==> src/rtl/ram_rd_pkg.sv <==
// Shared FSM encoding and output-buffer sizing for the RAM burst reader.
package ram_rd_pkg;

  typedef enum logic [1:0] {
    ST_IDLE  = 2'd0,
    ST_READ  = 2'd1,
    ST_DRAIN = 2'd2
  } state_e;

  localparam int unsigned FIFO_DEPTH = 4;
  localparam int unsigned FIFO_PTR_W = $clog2(FIFO_DEPTH);
  localparam int unsigned FIFO_CNT_W = FIFO_PTR_W + 1;

endpackage

==> src/rtl/ram_rd_fifo.sv <==
// Small synchronous first-word-fall-through FIFO buffering read data plus a last flag.
module ram_rd_fifo
  import ram_rd_pkg::*;
#(
  parameter int W = 9
) (
  input  logic                  clk_i,
  input  logic                  rst_i,
  input  logic                  wr_en_i,
  input  logic [W-1:0]          wr_data_i,
  input  logic                  rd_en_i,
  output logic [W-1:0]          rd_data_o,
  output logic                  valid_o,
  output logic [FIFO_CNT_W-1:0] count_o
);

  logic [W-1:0]          mem_q [FIFO_DEPTH];
  logic [FIFO_PTR_W-1:0] wr_ptr_q;
  logic [FIFO_PTR_W-1:0] rd_ptr_q;
  logic [FIFO_CNT_W-1:0] count_q;
  logic                  do_wr;
  logic                  do_rd;

  assign valid_o   = (count_q != '0);
  assign do_rd     = rd_en_i && valid_o;
  assign do_wr     = wr_en_i && ((count_q != FIFO_CNT_W'(FIFO_DEPTH)) || do_rd);
  assign rd_data_o = valid_o ? mem_q[rd_ptr_q] : '0;
  assign count_o   = count_q;

  // NOTE: storage is deliberately not reset; the output is masked while empty,
  // so stale entries can never be observed and the array maps onto plain RAM cells.
  always_ff @(posedge clk_i) begin
    if (do_wr) mem_q[wr_ptr_q] <= wr_data_i;
  end

  always_ff @(posedge clk_i) begin
    if (rst_i) begin
      wr_ptr_q <= '0;
      rd_ptr_q <= '0;
      count_q  <= '0;
    end else begin
      if (do_wr) wr_ptr_q <= wr_ptr_q + FIFO_PTR_W'(1);
      if (do_rd) rd_ptr_q <= rd_ptr_q + FIFO_PTR_W'(1);
      case ({do_wr, do_rd})
        2'b10:   count_q <= count_q + FIFO_CNT_W'(1);
        2'b01:   count_q <= count_q - FIFO_CNT_W'(1);
        default: count_q <= count_q;
      endcase
    end
  end

endmodule

==> src/rtl/ram_burst_reader.sv <==
// Reads a burst of consecutive words from a registered-address single-port RAM
// and streams them out with valid/ready, flagging the final beat.
module ram_burst_reader
  import ram_rd_pkg::*;
#(
  parameter int msb      = 8,
  parameter int addrsize = 8
) (
  input  logic                clka,
  input  logic                rsta,
  input  logic                start,
  input  logic [addrsize-1:0] base_addr,
  input  logic [addrsize:0]   len,
  output logic                busy,
  output logic                done,
  output logic [addrsize-1:0] ram_addr,
  input  logic [msb-1:0]      ram_rdata,
  output logic [msb-1:0]      m_data,
  output logic                m_valid,
  input  logic                m_ready,
  output logic                m_last
);

  localparam int unsigned PEND_W = FIFO_CNT_W + 1;
  localparam int unsigned LEN_W  = addrsize + 1;

  state_e                state_q, state_d;
  logic [addrsize-1:0]   addr_q, addr_d;
  logic [addrsize:0]     rem_q, rem_d;
  logic                  inflight_q, inflight_d;
  logic                  inflight_last_q, inflight_last_d;
  logic                  done_q, done_d;
  logic [FIFO_CNT_W-1:0] fifo_count;
  logic [PEND_W-1:0]     pending;
  logic                  fifo_valid;
  logic [msb:0]          fifo_rdata;
  logic                  pop;
  logic                  issue;
  logic                  final_issue;

  // Buffered words plus the read still in the RAM pipeline must fit in the FIFO.
  assign pending     = {1'b0, fifo_count} + {{FIFO_CNT_W{1'b0}}, inflight_q};
  assign issue       = (state_q == ST_READ) && (pending < PEND_W'(FIFO_DEPTH));
  assign final_issue = issue && (rem_q == LEN_W'(1));
  assign pop         = fifo_valid && m_ready;

  always_comb begin
    // NOTE: every next-state signal gets its default first, so no branch leaves one unassigned and infers a latch.
    state_d         = state_q;
    addr_d          = addr_q;
    rem_d           = rem_q;
    inflight_d      = issue;
    inflight_last_d = final_issue;
    done_d          = 1'b0;
    case (state_q)
      ST_IDLE: begin
        if (start) begin
          if (len == '0) begin
            done_d = 1'b1;
          end else begin
            state_d = ST_READ;
            addr_d  = base_addr;
            rem_d   = len;
          end
        end
      end
      ST_READ: begin
        if (issue) begin
          addr_d = addr_q + addrsize'(1);
          rem_d  = rem_q - LEN_W'(1);
          if (final_issue) state_d = ST_DRAIN;
        end
      end
      ST_DRAIN: begin
        if (pop && fifo_rdata[msb]) begin
          state_d = ST_IDLE;
          done_d  = 1'b1;
        end
      end
      default: state_d = ST_IDLE;
    endcase
  end

  // NOTE: state registers use non-blocking assignment so every register samples pre-edge values.
  always_ff @(posedge clka) begin
    if (rsta) begin
      state_q         <= ST_IDLE;
      addr_q          <= '0;
      rem_q           <= '0;
      inflight_q      <= 1'b0;
      inflight_last_q <= 1'b0;
      done_q          <= 1'b0;
    end else begin
      state_q         <= state_d;
      addr_q          <= addr_d;
      rem_q           <= rem_d;
      inflight_q      <= inflight_d;
      inflight_last_q <= inflight_last_d;
      done_q          <= done_d;
    end
  end

  ram_rd_fifo #(
    .W(msb + 1)
  ) u_fifo (
    .clk_i    (clka),
    .rst_i    (rsta),
    .wr_en_i  (inflight_q),
    .wr_data_i({inflight_last_q, ram_rdata}),
    .rd_en_i  (m_ready),
    .rd_data_o(fifo_rdata),
    .valid_o  (fifo_valid),
    .count_o  (fifo_count)
  );

  assign busy     = (state_q != ST_IDLE);
  assign done     = done_q;
  assign ram_addr = addr_q;
  assign m_valid  = fifo_valid;
  assign m_data   = fifo_rdata[msb-1:0];
  assign m_last   = fifo_rdata[msb];

endmodule

==> config.mk <==
export PLATFORM = sky130hd
export DESIGN_NAME = ram_burst_reader
export DESIGN_NICKNAME = d
export VERILOG_FILES = /design/src/rtl/ram_rd_pkg.sv /design/src/rtl/ram_rd_fifo.sv /design/src/rtl/ram_burst_reader.sv
export SDC_FILE = /design/constraint.sdc
export NUM_CORES = 1
export LEC_CHECK = 0
export BUFFER_PORTS_ARGS = -buffer_cell sky130_fd_sc_hd__buf_2
export CAP_MARGIN = 20
export CORE_MARGIN = 4
export CORE_UTILIZATION = 51
export DETAILED_ROUTE_END_ITERATION = 8
export PLACE_DENSITY = 0.76
export REMOVE_ABC_BUFFERS = 1
export SYNTH_ARGS = -nofsm -noshare
export SYNTH_HDL_FRONTEND = slang
export SYNTH_SLANG_ARGS = --single-unit
==> constraint.sdc <==
create_clock -name clka -period 2 [get_ports clka]
set_input_delay 0.1 -clock clka [delete_from_list [all_inputs] [get_ports clka]]
set_output_delay 0.1 -clock clka [all_outputs]
set_load 0.03 [all_outputs]
==> results.cfg <==
[outcome]
outcome = finished, violations left
violations = negative setup slack

[global_route]
grt_pass1_wl_mm = 11.6
first_global_vias = 2413
grt_max_degree = 23
grt_antenna_before_repair = 0
grt_usage_pct = 20.0
grt_overflow_total = 0

[clocking]
cts.sink_count = 67
cts_max_path_buffers = 2
numCtsBuffers = 9
clkTransAtPathRegs_ns = 0.08
cts-root-buf = clkbuf_8
insertion_delay_ns = 0.35
cts_tree = built
cts_htree_levels = 3

[timing]
slew_headroom_pct = 64.5
max_freq_mhz = 492
drv_slew = 0
grt_setup_unrepaired = yes
setup_viol = 1
fin_skew_ns = 0.0103
fin_crit_sh_pct = 102
layout_min_cycle_time_ns = 2.03
fin_ws_ns = -0.0341
tightest_slew_ns = 0.527
hold_viol_final = 0

[route]
dr_wl_met2_mm = 3.57
wl_per_cell_um = 16.8
top_layer = met4
drt-total-wl_mm = 7.19
drc = 0
dr.pass1.iters = 5
drt-vias-per-instance = 5.82
drtAntennaViolNets = 0
wl_met1_mm = 3.05
met3WireLength_um = 460
initialDrtViolationCount = 170
dr_total_vias = 2489

[yosys]
ys.warnings.count = 0
synth_area_leaders = edfxtp_1 34%, dfxtp_1 20%, mux4_2 6.4%
syn_area_sq_um = 3170
ys_ff_latch = 67
synthSimpleGateAreaFrac_pct = 15.9
synthCells = 274
synth_top_area_cell = edfxtp_1
synth-compound-area-share_pct = 14.3
avgSynthCellArea_sq_um = 11.6
seq_area_frac_synth_pct = 53.7
synthFlopType = edfxtp_1
synth.distinct_cells = 56
synthAdderAreaFrac_pct = 3.79
synth_edf_count = 36
synthArstFlopShare_pct = 0
synth_top_family_by_area = simple AND/OR/NAND/NOR gates
synth_top_area_share_pct = 34.1
synthMuxAreaShare_pct = 6.72
yosys.area_share.xor_xnor_pct = 1.38

[placed_design]
placed_area_sq_um = 3580
dp_worst_setup_slack_ns = -0.0755
hpwl_mm = 4.96
gp_congestion = 0.924
io_buffers = 48

[final_layout]
area_growth_pct = 22.4
antenna_cells = 0
design_area_sq_um = 3880
n_fill_cell = 476
nNetsFinal = 386
fin_util_pct = 64.7
mostFrequentLayoutCells = 48 x buf_2, 36 x edfxtp_1, 30 x dfxtp_1
drive_gt1_share_pct = 32.6
mostFrequentLayoutCell = buf_2

[min_path]
min_from = base_addr[4]
holdPathEnd = ram_addr[4]$_SDFFE_PP0P_
hold_path_class = input pin to flop
hold_depth = 3

[setup_path]
critPathMostFrequentCell = inv_2
r2r_start = u_fifo.count_o[0]$_SDFFE_PP0P_
crit_family = compound AO/OA/AOI/OAI gates
crit_fanout = 2
reg2reg_depth = 8
end_kind = flop
timing.rr.end = u_fifo.count_o[2]$_SDFFE_PP0P_
cpMaxStageDelayCell = o41a_1
path_buf_inv = 2
crit_type = flop to flop
path_cells = o41a_1 -> inv_2 -> ha_4 -> inv_2 -> fa_1 -> xor2_1 -> or3_1 -> a21oi_1
crit_arrival_ns = 2.31
start_kind = flop
critical_path.max_stage_delay_ns = 0.43
required_ns = 2.28
reg2reg_slack_ns = -0.03

[floorplan]
rows = 28
io-pin-count = 49
start_util_pct = 52.9
die_w_um = 86.8
coreArea_sq_um = 5990
die_height_um = 86.8
die-area_sq_um = 7530

[power]
sw_frac_of_total_pct = 35.4
internal_power_mw = 2.68
leakage_nw = 1.47
power.density_nw_per_um2 = 1070
p_switching_mw = 1.46
peakVddDrop_uv = 722
clkPwrFrac_pct = 25.4
comb_power_share_pct = 34.7
power_mw = 4.14
power_frac_seq_pct = 40.0

[job]
cap_violations = 0
## Yosys cell counts (all sizes together) (2+ instances only)
cell type and n:
inv 14, nand4 3, o21ai 9, nand2 15, o22ai 3, o21a 2
xnor2 2, nand2b 4, or4 2, a21oi 11, mux4 9, and2 14
ha 8, dfxtp 31, xor2 3, or3b 4, a31oi 8, o41ai 2
or2 2, clkbuf 9, a311oi 3, nor4 5, edfxtp 36, o32ai 3
nand3 12, or3 2, a211oi 8, o211ai 3, nor3 8, and3 2
buf 6, nor2 15
## power groups by stage
stage	Sequential, mW	Combinational [mW]	Clock [mW]
after detailed placement	1.68	1.37	0
final	1.66	1.43	1.05
after CTS	1.65	1.39	1.06
after global routing	1.67	1.56	1.14
after floorplan	1.74	0.807	0
after global placement	1.68	1.35	0
## repair_timing
item | in CTS | in global routing
hold endpoints to repair | 32 | 0
gates resized for setup | 1 | 8
hold buffers | 8 | 0
setup buffers | 0 | 0
setup endpoints to repair | 4 | 3
pin swaps | 1 | 2
## layer usage
layer / GRT usage (%) / vias up
met3: 3.61 / 10
met1: 26.1 / 1201
met5: 0 / -
li1: - / 1189
met2: 31.5 / 89
met4: 11.2 / 0
## registers in the layout (all words and copies together), names as in the netlist, named ones only
register / flops
u_fifo.mem_q: 36
rem_q: 9
ram_addr: 8
u_fifo.count_o: 3
state_q: 2
u_fifo.rd_ptr_q: 2
u_fifo.wr_ptr_q: 2
done: 1
inflight_last_q: 1
inflight_q: 1
## worst max-delay path by stage
stage | start | end | slack [ns] | cells after the start
3_3_place_gp | u_fifo.count_o[2]$_SDFFE_PP0P_ | u_fifo.count_o[2]$_SDFFE_PP0P_ | -0.04 | 9
3_5_place_dp | u_fifo.count_o[2]$_SDFFE_PP0P_ | u_fifo.count_o[2]$_SDFFE_PP0P_ | -0.08 | 9
6_report | u_fifo.count_o[0]$_SDFFE_PP0P_ | u_fifo.count_o[2]$_SDFFE_PP0P_ | -0.03 | 8
2_1_floorplan | u_fifo.count_o[0]$_SDFFE_PP0P_ | u_fifo.count_o[2]$_SDFFE_PP0P_ | -0.25 | 8
5_1_grt | u_fifo.count_o[0]$_SDFFE_PP0P_ | u_fifo.count_o[2]$_SDFFE_PP0P_ | -0.11 | 8
4_1_cts | u_fifo.count_o[0]$_SDFFE_PP0P_ | u_fifo.count_o[2]$_SDFFE_PP0P_ | -0.04 | 8
## per-stage QoR
| step | hold WS (ns) | TNS (ns) | std cells |
|---|---|---|---|
| after CTS | 0.0246 | -0.0397 | 428 |
| final | 0.0338 | -0.0341 | 428 |
| after global placement | 0.315 | -0.0353 | 404 |
| after detailed placement | 0.316 | -0.114 | 404 |
| after global routing | 0.0541 | -0.126 | 428 |
| after floorplan | 0.168 | -0.366 | 259 |
## worst reg2reg max path, delay by kind of cell, from the launching register on
family,cells,cell delay (ns)
AOI/OAI and AO/OA,2,0.57
xor gates and xnor gates,1,0.16
adders and majority gates,2,0.49
buffers and inverters,2,0.12
DFF,1,0.32
and+or+nand+nor,1,0.31
## logic make-up after synthesis
family / after synthesis
XOR/XNOR: 5
multiplexers: 10
flip-flops: 67
AO/OA/AOI/OAI: 62
adder cells (fa/ha/maj): 9
AND/OR/NAND/NOR: 92
buffers and inverters: 29
## layout make-up
| cell class | instances | area, sq um | area share [%] |
|---|---|---|---|
| Sequential cell | 67 | 1700 | 43.9 |
| Multi-Input combinational cell | 178 | 1360 | 35.0 |
| Timing Repair Buffer | 78 | 485 | 12.5 |
| Clock buffer | 10 | 138 | 3.55 |
| Tap cell | 75 | 93.8 | 2.42 |
| Inverter | 14 | 52.6 | 1.36 |
| Clock inverter | 6 | 48.8 | 1.26 |
No activity file was read; power rests on OpenSTA's default activity.
